$ cat src/rtl/req_scan_locator.sv
// req_scan_locator: round-robin locator that returns indices of asserted, group-enabled request lines
//   clock, reset      rising-edge clock, asynchronous active-high reset
//   req, grp_en       banked level requests (bit g*WIDTH+b) and per-group enables
//   summary           registered OR of all enabled requests
//   out_valid/ready   located index {group, line} handshake on out_index
//   clr_valid/index   one-cycle clear strobe for the accepted line
//   overrun           sticky flag, a serviced line stayed high past HOLD_CYC
//   REQ_SCAN_SYNC_EN  when defined, req passes a 2-flop synchronizer before req_q
module req_scan_locator #(
   parameter int GROUPS = 8,
   parameter int WIDTH = 32,
   parameter int HOLD_CYC = 15,
   localparam int GW = $clog2(GROUPS),
   localparam int LW = $clog2(WIDTH),
   localparam int IW = GW + LW,
   localparam int N = GROUPS * WIDTH
) (
   input  logic          clock,
   input  logic          reset,
   input  logic [N-1:0]  req,
   input  logic [GROUPS-1:0] grp_en,
   output logic          summary,
   output logic          out_valid,
   output logic [IW-1:0] out_index,
   input  logic          out_ready,
   output logic          clr_valid,
   output logic [IW-1:0] clr_index,
   output logic          overrun
);
   localparam logic [1:0] IDLE = 2'd0, SCAN = 2'd1, PRESENT = 2'd2, HOLD = 2'd3;
   logic [1:0] state;
   logic [N-1:0] req_q, en_mask, pending;
   logic [GW-1:0] grp_ptr, rr_ptr, scan_cnt;
   logic [7:0] hold_cnt;
   logic [WIDTH-1:0] grp_bits;
   logic [LW-1:0] low;
   logic hit;
`ifdef REQ_SCAN_SYNC_EN
   logic [N-1:0] req_s1, req_s2;
   always_ff @(posedge clock or posedge reset)
      if (reset) begin
         req_s1 <= '0;
         req_s2 <= '0;
         req_q <= '0;
      end else begin
         req_s1 <= req;
         req_s2 <= req_s1;
         req_q <= req_s2;
      end
`else
   always_ff @(posedge clock or posedge reset)
      if (reset) req_q <= '0;
      else req_q <= req;
`endif
   for (genvar g = 0; g < GROUPS; g++) assign en_mask[g*WIDTH +: WIDTH] = {WIDTH{grp_en[g]}};
   assign pending = req_q & en_mask;
   assign out_valid = state == PRESENT;
   // Lowest set line of the group under the scan pointer wins.
   always_comb begin
      grp_bits = WIDTH'(pending >> {grp_ptr, {LW{1'b0}}});
      hit = |grp_bits;
      low = '0;
      for (int i = WIDTH - 1; i >= 0; i--) if (grp_bits[i]) low = LW'(i);
   end
   always_ff @(posedge clock or posedge reset)
      if (reset) begin
         state <= IDLE;
         summary <= 1'b0;
         out_index <= '0;
         clr_valid <= 1'b0;
         clr_index <= '0;
         overrun <= 1'b0;
         grp_ptr <= '0;
         rr_ptr <= '0;
         scan_cnt <= '0;
         hold_cnt <= '0;
      end else begin
         summary <= |pending;
         clr_valid <= 1'b0;
         case (state)
            IDLE: if (|pending) begin
               state <= SCAN;
               grp_ptr <= rr_ptr;
               scan_cnt <= '0;
            end
            SCAN: if (hit) begin
               out_index <= {grp_ptr, low};
               state <= PRESENT;
            end else begin
               grp_ptr <= grp_ptr + 1'b1;
               scan_cnt <= scan_cnt + 1'b1;
               if (scan_cnt == GW'(GROUPS - 1)) state <= IDLE;
            end
            PRESENT: if (out_ready) begin
               clr_valid <= 1'b1;
               clr_index <= out_index;
               rr_ptr <= grp_ptr + 1'b1;
               hold_cnt <= '0;
               state <= HOLD;
            end
            HOLD: if (!pending[clr_index]) state <= IDLE;
               else if (hold_cnt == 8'(HOLD_CYC)) begin
                  overrun <= 1'b1;
                  state <= IDLE;
               end else hold_cnt <= hold_cnt + 1'b1;
            default: state <= IDLE;
         endcase
      end
endmodule

$ cat config.mk
export PLATFORM = sky130hd
export DESIGN_NAME = req_scan_locator
export DESIGN_NICKNAME = d
export VERILOG_FILES = /design/src/rtl/req_scan_locator.sv
export SDC_FILE = /design/constraint.sdc
export NUM_CORES = 1
export LEC_CHECK = 0
export ABC_AREA = 1
export CAP_MARGIN = 40
export CORE_MARGIN = 5
export CORE_UTILIZATION = 40
export CTS_BUF_LIST = sky130_fd_sc_hd__clkbuf_16
export CTS_CLUSTER_SIZE = 24
export DETAILED_ROUTE_END_ITERATION = 12
export PLACE_DENSITY_LB_ADDON = 0.08
export SKIP_LAST_GASP = 1
export SLEW_MARGIN = 10
export SYNTH_ARGS = -nofsm -noshare
export SYNTH_HDL_FRONTEND = slang
export SYNTH_SLANG_ARGS = --single-unit
$ cat constraint.sdc
create_clock -name clock -period 31 [get_ports clock]
set_clock_uncertainty 0.1 [all_clocks]
set_input_delay 6.2 -clock clock [delete_from_list [all_inputs] [get_ports clock]]
set_output_delay 6.2 -clock clock [all_outputs]
set_load 0.005 [all_outputs]
==> results.py <==
metrics = {
    "run_status": {
        "status": "finished clean",
    },
    "drt": {
        "vias": 14557,
        "dr.pass1.iters": 10,
        "drc": 0,
        "via_per_inst": 5.747,
        "wl_um": 58810,
        "wire_per_inst_um": 23.22,
        "drtAntennaViolNets": 0,
        "drtIter0Drc": 1648,
    },
    "clocking": {
        "cts.sinks": 294,
        "cts_root_buf": "clkbuf_16",
        "cts_tree": "built",
        "clk_path_buf_depth": 3,
        "worstSkewPairLatency_ps": 590,
        "cts.clk_slew.worst_paths_ps": 60,
        "cts_buffers": 31,
        "cts_resized": 0,
        "htreeDepth": 1,
        "cts_setup_buffers": 0,
        "postCtsHoldBufs": 0,
    },
    "placement": {
        "port_buffers": 286,
        "dp.cells": 2475,
        "place_worst_setup_slack_ps": 21170,
        "dpl.hpwl_um": 43600,
        "gp_congestion": 0.9914,
    },
    "critical_path": {
        "r2r-end": "out_index[1]",
        "path_cells": "clkdlybuf4s50_1 > buf_4 > nand2_1 > o21ai_0 > o22ai_1 > o211ai_1 > nand3_1 > nand3_1 > nand3_1 > nand3_1 > nand4_2 > nand2_2 > nand3_1 > nor3_2 > nand2_1 > o21ai_1 > a21oi_1",
        "crit_end": "hold_cnt[7]",
        "cp_common_cell": "nand3_1",
        "worstPathArrival_ps": 9660,
        "worstSetupEndpointType": "flop",
        "critPathSlowestCell": "clkdlybuf4s50_1",
        "crit_path_max_fanout": 36,
        "worstReg2RegStart": "grp_ptr[0]",
        "required_ps": 31370,
        "cp_top_family": "simple AND/OR/NAND/NOR gates",
        "crit_buf_inv": 2,
        "slowest_delay_ps": 460,
        "critPathKind": "in2reg",
        "cp_num_cells": 17,
        "start_kind": "input pin",
        "startpoint": "grp_en[3]",
        "rr_worst_depth": 16,
        "r2r_slack_ps": 26210,
    },
    "floorplan": {
        "core-area_um2": 36610,
        "initial_core_util_pct": 40.59,
        "die-area_um2": 41100,
        "rows": 70,
        "die_h_um": 202.7,
        "die_x_um": 202.7,
        "pin_count": 287,
    },
    "run": {
        "drv_cap": 0,
    },
    "power_and_ir_drop": {
        "switching_share_pct": 43.58,
        "p_int_uw": 863.7,
        "clkPwrFrac_pct": 24.5,
        "p_leak_uw": 0.008266,
        "power_switching_uw": 667.2,
        "finalPower_uw": 1531,
        "ir_drop_uv": 57.02,
        "share_comb_of_total_power_pct": 46.0,
        "pwr_density_cell_nw_per_um2": 81.44,
        "p_seq_share_pct": 29.5,
    },
    "synth": {
        "synth_fa_ha_area_share_pct": 0.3368,
        "synth_seq_cells": 294,
        "synth_compound_area_share_pct": 19.59,
        "synth_top_cell_area_share_pct": 49.51,
        "ys_types": 41,
        "avgSynthCellArea_um2": 8.120,
        "synth.area.top_cells": "dfrtp_1 (50%), nand2_1 (10%), o21ai_0 (7.5%)",
        "synth_xor_area_share_pct": 0.1179,
        "synth-simple-area-share_pct": 22.25,
        "synth_top_family_by_area": "simple AND/OR/NAND/NOR gates",
        "syn-num-nets": 2101,
        "synth_area_um2": 14860,
        "synth_mux_area_share_pct": 0,
        "synth_seq_area_share_pct": 49.51,
        "synth_cells": 1830,
        "yosysWarnings": 0,
        "synth_top_cell_by_area": "dfrtp_1",
    },
    "sta": {
        "fin_crit_sh_pct": 29.98,
        "rsz0062_at_grt": "false",
        "worst_pin_slew_ps": 924.8,
        "timing.final.ws_setup_ps": 21710,
        "hold_viol": 0,
        "tns_ps": 0,
        "fin_crit_ps": 9293,
        "slew_viol_final": 0,
        "setup_violations": 0,
        "relSlewSlack_pct": 37.97,
        "clock.fmax_mhz": 107.6,
    },
    "global_route": {
        "antenna_found_initial": 0,
        "grt_usage_pct": 27.83,
        "grt_pass1_wl_um": 88020,
        "grt_max_degree": 107,
        "grt-ovfl-total": 0,
        "grt_pass1_vias": 14271,
    },
    "worst_hold_path": {
        "min_path_type": "reg2reg",
    },
    "cells_and_area": {
        "num_antenna_cells": 0,
        "nNetsFinal": 2312,
        "synthToLayoutAreaGrowth_pct": 26.51,
        "multi_input_area_um2": 6285,
        "layout-drive-gt1-share_pct": 4.988,
        "fillers": 3502,
        "final_cells": 2533,
        "seq_area_um2": 7361,
    },
}
-- layer usage --
metal  track usage [%]  up-vias  share of wire [%]
met1             39.38     6986                 43
met3             4.728      100                8.6
li1                  -     6696                  -
met2             44.83      775                 46
met4             7.056        0                3.1
met5                 0        -                  0
-- synthesized netlist by cell type, drive strengths merged --
cell type / number
o32ai: 3
buf: 84
nand2: 420
o21ai: 272
o22ai: 22
nor2: 169
o211ai: 45
o21bai: 2
o31ai: 3
a31o: 1
o21a: 1
nand3: 98
clkbuf: 50
ha: 4
nand4: 54
nor3: 14
o221ai: 24
clkinv: 3
a21oi: 81
inv: 107
o311ai: 9
a31oi: 44
nor4: 24
dfrtp: 294
xor2: 2
-- logic make-up after synthesis --
kind of cell / Yosys count
AND/OR/NAND/NOR: 779
AO/OA/AOI/OAI: 507
flip-flops: 294
buffers and inverters: 244
adder cells (fa/ha/maj): 4
XOR/XNOR: 2
-- worst reg2reg max path, stage by stage (launching register included) --
cell,delay [ps]
dfrtp_2,380
buf_4,350
inv_4,820
buf_4,430
buf_16,320
o21ai_0,220
o22ai_1,230
nor2_1,60
a31oi_1,350
nand2_1,90
nor2_1,410
nand2_1,140
nor2_1,140
nand2_2,110
nand2_4,190
inv_1,110
o22ai_1,240
-- how the worst min path moves through the flow --
stage | startpoint | to | slack [ps] | cells after the start
2_1_floorplan | scan_cnt[1] | scan_cnt[1] | 350 | 2
3_3_place_gp | scan_cnt[1] | scan_cnt[1] | 360 | 2
3_5_place_dp | overrun | overrun | 380 | 1
4_1_cts | overrun | overrun | 390 | 1
5_1_grt | scan_cnt[1] | scan_cnt[1] | 410 | 2
6_report | overrun | overrun | 390 | 1
-- sequential cells by signal (all words and copies together) (netlist names), named ones only --
signal     cells
req_q        256
summary        1
out_index      8
overrun        1
rr_ptr         3
state          1
hold_cnt       8
clr_index      8
grp_ptr        3
scan_cnt       3
clr_valid      1
-- power groups by stage --
stage          Clock [µW]  Combinational, µW  Sequential [µW]
3_3_place_gp            0                679              458
4_1_cts               384                688              450
3_5_place_dp            0                685              457
2_1_floorplan           0                473              442
5_1_grt               399                767              454
6_report              376                704              451
-- stage by stage --
step | util, % | cell area (µm²) | hold WS [ps]
6_report | 51.35 | 18800 | 389.5
4_1_cts | 51.27 | 18770 | 392.6
3_3_place_gp | 48.36 | 17710 | 362.3
2_1_floorplan | - | 14860 | 345.9
5_1_grt | 51.35 | 18800 | 413.1
3_5_place_dp | 48.44 | 17730 | 378.9
-- cells in the final DEF, fill, tap and decap left out, types with 9 or more instances in the layout --
master,n
a21oi_1,80
a31oi_1,43
buf_4,24
clkbuf_16,31
clkdlybuf4s50_1,286
clkinv_2,9
dfrtp_1,291
inv_1,105
nand2_1,415
nand3_1,98
nand4_1,53
nor2_1,166
nor3_1,12
nor4_1,24
o211ai_1,42
o21ai_0,224
o21ai_1,48
o221ai_1,24
o22ai_1,22
-- final cells by class --
cell class	instances	area share, %
clock inverter	26	1.391
timing repair buffer	312	16.48
multi-input combinational	1292	33.43
inverter	110	2.296
tap	468	3.115
sequential	294	39.16
clock buffer	31	4.127
(Power assumes the default switching activity.)
